===== src/rtl/utrap_seq.sv =====
// utrap_seq: microtrap sequencer behind the ACV/alignment checker.
// Arbitrates the encoded microtrap and ACV terms, stalls the microcycle for a
// flush window, presents a trap vector offset until the sequencer acknowledges,
// then masks new requests for a short window. Also captures the probe vector
// and flags traps that arrive while one is already in progress.
module utrap_seq #(
    parameter int unsigned STALL_CYC = 2,
    parameter int unsigned MASK_CYC  = 1
) (
    input  logic       b_clk_l,
    input  logic       init_l,
    input  logic       m_clk_en_h,
    input  logic [2:0] enc_utrap_l,
    input  logic       acv_h,
    input  logic       acv_chk_en_h,
    input  logic       pte_check_or_probe_h,
    input  logic [1:0] micro_vector_h,
    input  logic       trap_dis_h,
    input  logic       trap_ack_h,
    input  logic       clr_dbl_h,
    output logic       utrap_l,
    output logic [3:0] trap_addr_h,
    output logic       clk_stall_h,
    output logic       trap_busy_h,
    output logic       double_trap_h,
    output logic [1:0] uvec_h
);

    typedef enum logic [1:0] {
        ST_IDLE  = 2'd0,
        ST_FLUSH = 2'd1,
        ST_ISSUE = 2'd2,
        ST_MASK  = 2'd3
    } state_t;

    // Counter reload values; the counter holds "edges remaining minus one".
    localparam logic [3:0] STALL_LOAD = 4'(STALL_CYC - 32'd1);
    localparam logic [3:0] MASK_LOAD  = (MASK_CYC == 32'd0) ? 4'h0 : 4'(MASK_CYC - 32'd1);
    localparam bit         MASK_EN    = (MASK_CYC != 32'd0);

    state_t     r_state;
    logic [3:0] r_cnt;
    logic [3:0] r_addr;
    logic       r_dbl;
    logic [1:0] r_uvec;
    logic       r_utrap_l;
    logic       r_stall;
    logic       r_busy;

    state_t     w_state_nxt;
    logic [3:0] w_cnt_nxt;
    logic [3:0] w_addr_nxt;
    logic       w_dbl_nxt;
    logic [1:0] w_uvec_nxt;

    logic [2:0] w_code;
    logic       w_acv_term;
    logic       w_treq;
    logic [3:0] w_rc;
    logic       w_in_trap;
    logic       w_nest;
    logic       w_nest_par;

    // Request decode: encoded microtrap has precedence over the ACV term.
    always_comb begin
        w_code     = ~enc_utrap_l;
        w_acv_term = acv_h & acv_chk_en_h & ~pte_check_or_probe_h;
        w_treq     = (w_code != 3'd0) | w_acv_term;
        if (w_code != 3'd0) begin
            w_rc = {1'b0, w_code};
        end else if (w_acv_term) begin
            w_rc = 4'h8;
        end else begin
            w_rc = 4'h0;
        end
        w_in_trap  = (r_state == ST_FLUSH) || (r_state == ST_ISSUE);
        w_nest     = w_in_trap & m_clk_en_h & w_treq;
        w_nest_par = w_nest & (w_code == 3'd7);
    end

    // Next-state, counter and trap-address logic for the trap FSM.
    always_comb begin
        w_state_nxt = r_state;
        w_cnt_nxt   = r_cnt;
        w_addr_nxt  = r_addr;
        case (r_state)
            ST_IDLE: begin
                if (m_clk_en_h && w_treq && !trap_dis_h) begin
                    w_addr_nxt  = w_rc;
                    w_cnt_nxt   = STALL_LOAD;
                    w_state_nxt = ST_FLUSH;
                end else begin
                    w_addr_nxt  = 4'h0;
                end
            end
            ST_FLUSH: begin
                // A nested CS-parity trap retargets the vector but keeps timing.
                if (w_nest_par) begin
                    w_addr_nxt = 4'h7;
                end else begin
                    w_addr_nxt = r_addr;
                end
                if (r_cnt == 4'h0) begin
                    w_state_nxt = ST_ISSUE;
                end else begin
                    w_cnt_nxt = r_cnt - 4'h1;
                end
            end
            ST_ISSUE: begin
                if (w_nest_par) begin
                    w_addr_nxt = 4'h7;
                end else begin
                    w_addr_nxt = r_addr;
                end
                if (trap_ack_h) begin
                    if (MASK_EN) begin
                        w_cnt_nxt   = MASK_LOAD;
                        w_state_nxt = ST_MASK;
                    end else begin
                        w_addr_nxt  = 4'h0;
                        w_state_nxt = ST_IDLE;
                    end
                end else begin
                    w_state_nxt = ST_ISSUE;
                end
            end
            ST_MASK: begin
                if (r_cnt == 4'h0) begin
                    w_addr_nxt  = 4'h0;
                    w_state_nxt = ST_IDLE;
                end else begin
                    w_cnt_nxt = r_cnt - 4'h1;
                end
            end
            default: begin
                w_state_nxt = ST_IDLE;
                w_cnt_nxt   = 4'h0;
                w_addr_nxt  = 4'h0;
            end
        endcase
    end

    // Sticky nested-trap flag (set beats clear) and probe-vector capture.
    always_comb begin
        if (w_nest) begin
            w_dbl_nxt = 1'b1;
        end else if (clr_dbl_h) begin
            w_dbl_nxt = 1'b0;
        end else begin
            w_dbl_nxt = r_dbl;
        end
        if ((r_state == ST_IDLE) && m_clk_en_h && pte_check_or_probe_h) begin
            w_uvec_nxt = micro_vector_h;
        end else begin
            w_uvec_nxt = r_uvec;
        end
    end

    // FSM state, counter and datapath registers.
    always_ff @(posedge b_clk_l or negedge init_l) begin
        if (!init_l) begin
            r_state <= ST_IDLE;
            r_cnt   <= 4'h0;
            r_addr  <= 4'h0;
            r_dbl   <= 1'b0;
            r_uvec  <= 2'b11;
        end else begin
            r_state <= w_state_nxt;
            r_cnt   <= w_cnt_nxt;
            r_addr  <= w_addr_nxt;
            r_dbl   <= w_dbl_nxt;
            r_uvec  <= w_uvec_nxt;
        end
    end

    // Status outputs registered from the next state so they track the state register exactly.
    always_ff @(posedge b_clk_l or negedge init_l) begin
        if (!init_l) begin
            r_utrap_l <= 1'b1;
            r_stall   <= 1'b0;
            r_busy    <= 1'b0;
        end else begin
            r_utrap_l <= (w_state_nxt != ST_ISSUE);
            r_stall   <= (w_state_nxt == ST_FLUSH) || (w_state_nxt == ST_ISSUE);
            r_busy    <= (w_state_nxt != ST_IDLE);
        end
    end

    assign utrap_l       = r_utrap_l;
    assign trap_addr_h   = r_addr;
    assign clk_stall_h   = r_stall;
    assign trap_busy_h   = r_busy;
    assign double_trap_h = r_dbl;
    assign uvec_h        = r_uvec;

endmodule


===== config.mk =====
export PLATFORM = sky130hd
export DESIGN_NAME = utrap_seq
export DESIGN_NICKNAME = d
export VERILOG_FILES = /design/src/rtl/utrap_seq.sv
export SDC_FILE = /design/constraint.sdc
export NUM_CORES = 1
export LEC_CHECK = 0
export BUFFER_PORTS_ARGS = -buffer_cell sky130_fd_sc_hd__clkbuf_2
export CAP_MARGIN = 25
export CORE_UTILIZATION = 41
export DETAILED_ROUTE_END_ITERATION = 16
export MAX_ROUTING_LAYER = met4
export PLACE_DENSITY_LB_ADDON = 0.12
export RECOVER_POWER = 50
export SYNTH_ARGS = -nofsm -noshare
export SYNTH_HDL_FRONTEND = slang
export SYNTH_SLANG_ARGS = --single-unit
export TNS_END_PERCENT = 50

===== constraint.sdc =====
create_clock -name b_clk_l -period 4.85 [get_ports b_clk_l]
set_clock_uncertainty 0.2 [all_clocks]
set_input_delay 0.2425 -clock b_clk_l [delete_from_list [all_inputs] [get_ports b_clk_l]]
set_output_delay 0.2425 -clock b_clk_l [all_outputs]
set_load 0.01 [all_outputs]

## Word level (Yosys, flattened, before mapping)

Index checks and enable logic that the tools add are counted.

| storage, ports and cells | value |
|---|---|
| bits of input ports | 14 |
| register bits | 16 |

| operators by class | value |
|---|---|
| multiplexer cells | 17 |
| reduce and logical (&&, ||, !) cells | 16 |
| bitwise gates (word level) | 8 |
| add/subtract/negate cells | 1 |
| equal/unequal tests | 12 |

Operators by type and width:

| kind | number |
|---|---|
| $mux W4 | 8 |
| $pmux W4 S3 | 2 |
| $ne A2 B2 Y1 const B | 5 |
| $pmux W2 S4 | 1 |
| $eq A2 B2 Y1 const B | 3 |
| $mux W2 | 3 |
| $and A1 B1 Y1 | 5 |
| $eq A2 B1 Y1 const B | 2 |
| $logic_and A1 B1 Y1 | 4 |
| $logic_not A4 Y1 | 1 |
| $reduce_bool A2 Y1 | 2 |
| $reduce_or A2 Y1 | 2 |
| $sub A4 B1 Y4 const B | 1 |
| $eq A3 B3 Y1 const B | 1 |
| $mux W1 | 3 |
| $not A3 Y3 | 1 |
| $reduce_and A3 Y1 | 1 |
| $reduce_bool A3 Y1 | 1 |
| $logic_not A2 Y1 | 1 |
| $logic_or A1 B1 Y1 | 2 |
| $ne A2 B1 Y1 const B | 1 |
| $reduce_and A2 Y1 | 1 |
| $logic_not A1 Y1 | 1 |
| $not A1 Y1 | 1 |
| $or A1 B1 Y1 | 1 |

## Logic depth before layout (Yosys ltp)

| depth | value |
|---|---|
| depth in word-level cells | 9 |
| mapped depth | 8 |
| gate-level depth less buffers | 8 |

## Worst setup path after synthesis

OpenSTA, ideal clock, no wires.

| timing | value |
|---|---|
| path kind | register -> register |
| start point | reg r_cnt[0] |
| end point | reg r_stall (netlist: clk_stall_h) |
| path buffers | 0 |
| path slack | 2.790 ns |
| data arrival time | 1.734 ns |
| stages on the path, launching flop included | 7 |
| clock period less this slack | 2.060 ns |
| required time | 4.524 ns |
| path through | dfrtp_1 inv_1 ha_1 or3b_4 a2111oi_2 or3_1 ha_1 |

| on the way | value |
|---|---|
| cells in the longest elaborated chain, start to end | 5 |

RTL lines:

| item | RTL line | RTL |
|---|---|---|
| from (decl) | 42 | `logic [3:0] r_cnt;` |
| from (signal assigned) | 169 | `r_cnt <= w_cnt_nxt;` |
| $logic_not A4 Y1 (*) | 103, 128 |  |
| $mux W2, on equally long branches | 128, 103 |  |
| $pmux W2 S4 (*) | 86 | `case (r_state)` |
| $eq A2 B1 Y1 or $eq A2 B2 Y1 (tied branches) | 184 | `r_stall <= (w_state_nxt == ST_FLUSH) \|\| (w_state_nxt == ST_ISSUE);` |
| $logic_or A1 B1 Y1 (*) | 184 |  |
| to (signal assigned) | 184 |  |
| to (decl) | 47 | `logic r_stall;` |

Mark *: on every way between the ends. The rest lies on a longest branch, timed or not.
A chain may end at the register's enable or synchronous reset.

## Final worst setup path

Ends and elaborated chain as after synthesis.

==> results.md <==
Run status:
- The flow ran to the end, and the final reports show no timing, DRC or antenna violations.

Worst setup path:
- Of all nets on the critical path, the largest fanout is 3.
- The critical path arrival is 2160 ps.
- The terminus of the critical flop-to-flop path is clk_stall_h.
- The beginning of the worst register-to-register path is r_cnt[0].
- The worst-case reg-to-reg path depth is 6.
- The worst path required time is 4830 ps.
- The signal on the critical path passes through inv_1, ha_1, or3b_4, a2111oi_2, or3_1, ha_1.
- The setup slack on the worst flop-to-flop path is 2670 ps.
- The type of destination of the critical path is a flop.
- Following the worst setup path forward leads to its endpoint at clk_stall_h.
- Among all stages on the critical path, the largest delay is contributed by sky130_fd_sc_hd__a2111oi_2.
- STA classifies the critical path startpoint as a flop.
- The worst setup path is of the flop to flop kind.
- The launch point of the critical path is r_cnt[0].
- The critical path's most frequent cell is sky130_fd_sc_hd__ha_1.
- The delay of the slowest cell on the worst path is 420 ps.

Routing:
- The pre-antenna-repair detailed-routing pass consisted of 4 iterations.
- The detail route stage leaves a number of antenna-violating nets equal to 0.
- The post-detailed-route wirelength per cell is 13.0 um.
- After the first detailed-routing iteration, the DRC count stood at 12.
- The number of remaining DRC errors is 0.
- Dividing the detail-routed via count by the number of cells gives 5.29.
- For this block, the routed nets add up to 1950 um of wire.
- The total number of vias is 794.

STA:
- The total negative slack for setup checks is 0 ps.
- The final max-slew violation count is 0.
- Setup violations remaining at the end of the flow were counted as 0.
- The hold violation count in the final report came to 0.
- The routed design could run at a clock period as short as 2180 ps.
- Based on the critical path, the design can be clocked at up to 458 MHz.
- The worst-case headroom to the max-slew limit is 43.2%.
- The actual slew at the worst max-slew pin is 852 ps.
- In the finished design, the share of the clock period the worst path needs comes to 45.0%.
- Setup repair after global routing left no endpoint under its margin.

Synthesis:
- Summing the areas of all xor and xnor instances in the mapped netlist gives 0% of the synthesized area.
- The most common flop cell mapped by yosys is sky130_fd_sc_hd__dfrtp_1.
- After synthesis, the largest family of logic cells by area is compound AO/OA/AOI/OAI gates.
- Counting instances in the post-synthesis netlist gives the leading cell types as 13 x sky130_fd_sc_hd__dfrtp_1, 9 x sky130_fd_sc_hd__ha_1, 9 x sky130_fd_sc_hd__inv_1, 9 x sky130_fd_sc_hd__nor2_1, 6 x sky130_fd_sc_hd__o21ai_0.
- The most used standard cell by instance count after synthesis is sky130_fd_sc_hd__dfrtp_1.
- The synthesized cell area is 947 um2.
- The net count after synthesis is 114.
- In this run, distinct cell masters in the synthesized netlist total 30.
- The area fraction of the dominant cell type after synthesis is 34.3%.
- Sequential elements use 42.7% of the synthesized area.
- The largest total area in the synthesized netlist belongs to sky130_fd_sc_hd__dfrtp_1.
- The number of synthesized register bits is 16.
- The fraction of registers with async set/reset is 100%.
- After synthesis, the share of cell area in mux cells is 2.38%.
- Dividing the synthesized area by the synthesized cell count gives 10.4 um2.
- The simple logic cell fraction of the synthesized area is 16.9%.
- The adder-cell share of the synthesized area is 11.9%.
- The cell count after synthesis came out at 91.
- Counting flops with a built-in enable in the synthesized netlist gives 0.
- In the post-synthesis netlist, the biggest area contributors are sky130_fd_sc_hd__dfrtp_1 34%, sky130_fd_sc_hd__ha_1 12%, sky130_fd_sc_hd__dfstp_2 8.3%.
- The compound-gate portion of the synthesized area is 22.6%.
- During synthesis, Yosys emitted a total of 0 warnings.

Hold path:
- The class of the worst hold path is input port to flop.
- The worst hold path begins at m_clk_en_h.

Pwr:
- Of the total power, the share spent switching nets is 42.6%.
- In this run, the clock network consumes 11.5% of the power.
- The combinational cell fraction of total power is 57.2%.
- The analysis attributes to cell leakage a power of 0.534 nW.
- The internal power summed over all cells is 0.450 mW.
- Summed over all nets, the switching power comes to 0.334 mW.
- The sequential group share of total power is 31.3%.
- VDD sags by at most 0.350 mV.
- Dividing total power by cell area gives a power density of 672 nW/um2.

Die:
- The vertical die dimension is 50.1 um.
- The die width is 50.1 um.
- The initial utilization of the core area, before any placement, comes to 43.2%.
- The floorplan step defined a die boundary enclosing 2510 um2.
- The number of top-level pins is 24.
- The floorplan row count is 17.
- The total area inside the core boundary comes to 2190 um2.

Finish:
- The sequential cells in the finished layout cover a total of 404 um2.
- From synthesis to final layout, the design area changed by 23.1%.
- The number of antenna diodes in the final layout is 0.
- The fraction of final layout cells with drive strength greater than 1 is 26.2%.
- The final layout contains 146 nets.
- The multi-input logic area is 509 um2.
- The number of filler instances in the final layout is 207.
- For this run, the share of the core covered by cells in the final layout is 53.2%.

Clock network:
- The number of H-tree levels is 1.
- The clock root buffer is sky130_fd_sc_hd__clkbuf_4.
- For the worst-skew pair, the clock arrives at the later sink with an insertion delay of 290 ps.
- The clock tree from TritonCTS is yes.
- The maximum clock insertion buffer count is 2.
- The clock transition at the register clock pins on the worst setup and hold paths after CTS is 100 ps.
- The setup fix buffers added after clock tree synthesis is 0.
- Counting every sink on the clock net gives 16.
- The total CTS buffers is 3.

Global routing:
- The largest net degree at the start of global routing is 17.
- The via count of the first global-routing pass came to 765.
- The first global-routing pass estimated 3340 um of wire.
- The remaining global-route overflow is 0.
- The initial antenna violation count is 0.
- The total global-route track usage is 18.7%.

Place:
- The final HPWL from detailed placement is 1520 um.
- The congestion estimate from routability-driven global placement came to 0.838.
- The number of buffer cells added on primary ports is 23.

Run:
- Max-cap violations in this run came to 0.
## cell usage in the layout, fill, tap and decap left out, types with 2 or more instances in the layout
cell type and instances:
sky130_fd_sc_hd__clkbuf_2 17, sky130_fd_sc_hd__dfrtp_1 13, sky130_fd_sc_hd__nor2_1 9, sky130_fd_sc_hd__inv_1 9, sky130_fd_sc_hd__ha_1 9, sky130_fd_sc_hd__o21ai_0 6
sky130_fd_sc_hd__clkbuf_1 6, sky130_fd_sc_hd__nand2_1 4, sky130_fd_sc_hd__o21a_1 4, sky130_fd_sc_hd__dlygate4sd3_1 4, sky130_fd_sc_hd__nand2b_1 3, sky130_fd_sc_hd__o211ai_1 3
sky130_fd_sc_hd__clkbuf_4 3, sky130_fd_sc_hd__dfstp_2 3, sky130_fd_sc_hd__nand3_1 2, sky130_fd_sc_hd__nor2b_1 2, sky130_fd_sc_hd__nor3_1 2, sky130_fd_sc_hd__o221ai_1 2
sky130_fd_sc_hd__o221a_2 2, sky130_fd_sc_hd__mux2_2 2, sky130_fd_sc_hd__nand4_1 2, sky130_fd_sc_hd__o31ai_1 2
## flip-flops by register name, indices dropped and copies added, names as in the netlist
| register | flops |
|---|---|
| utrap_l | 1 |
| trap_busy_h | 1 |
| uvec_h | 2 |
| trap_addr_h | 4 |
| r_cnt | 4 |
| clk_stall_h | 1 |
| r_state | 2 |
| double_trap_h | 1 |
## layout make-up
cell class / instances / area share, %
multi-input cells: 66 / 43.7
flip-flops and latches: 16 / 34.7
repair buffers: 27 / 12.7
clock buffers: 4 / 3.11
well taps: 28 / 3.00
inverters: 9 / 2.90
## power groups by stage
stage               combinational (mW)  clock, mW  sequential [mW]
floorplan                        0.320          0            0.261
global placement                 0.441          0            0.246
detailed placement               0.453          0            0.249
CTS                              0.458     0.0936            0.246
global route                     0.513     0.0992            0.256
finish                           0.449     0.0898            0.246
## worst max-delay path: cells and delay by family (launching register included)
family | cells | cell delay, ps
fa+ha+maj | 2 | 380
flops | 1 | 400
simple gates | 2 | 580
buf+inv | 1 | 100
compound gates | 1 | 420
## metal layers
| layer | track usage (%) | routed length (um) |
|---|---|---|
| met2 | 28.0 | 905 |
| met5 | - | 0 |
| met4 | 10.0 | 45 |
| met1 | 23.4 | 922 |
| met3 | 3.70 | 71 |
## stage by stage
| stage | power, mW | hold WS (ps) | instance area [um2] | setup slack, ps | cells |
|---|---|---|---|---|---|
| floorplan | 0.580 | -253 | 947 | 2790 | 91 |
| global placement | 0.687 | -13.1 | 1100 | 2730 | 142 |
| detailed placement | 0.702 | -10.6 | 1100 | 2670 | 142 |
| CTS | 0.798 | 7.46 | 1170 | 2650 | 150 |
| global route | 0.868 | 21.1 | 1170 | 2500 | 150 |
| finish | 0.784 | 17.1 | 1170 | 2670 | 150 |
## worst min-delay path by stage
stage                    end  slack (ps)  depth (start not counted)
2_1_floorplan    clk_stall_h        -250                          0
4_1_cts        double_trap_h           7                          3
5_1_grt        double_trap_h          20                          3
3_3_place_gp        r_cnt[2]         -10                          1
6_report       double_trap_h          20                          3
3_5_place_dp        r_cnt[1]         -10                          1
## timing repair
item,4_1_cts,5_1_grt
hold buffers,4,0
resized for setup,0,0
setup endpoints to repair,0,0
endpoints found under the hold margin,19,0
## logic make-up (layout without fill, tap and decap cells)
family | Yosys count | in the layout
AND/OR/NAND/NOR | 29 | 29
AO/OA/AOI/OAI | 26 | 26
buffers and inverters | 9 | 40
flip-flops | 16 | 16
multiplexers | 2 | 2
adder cells (fa/ha/maj) | 9 | 9
(Power assumes the default switching activity.)
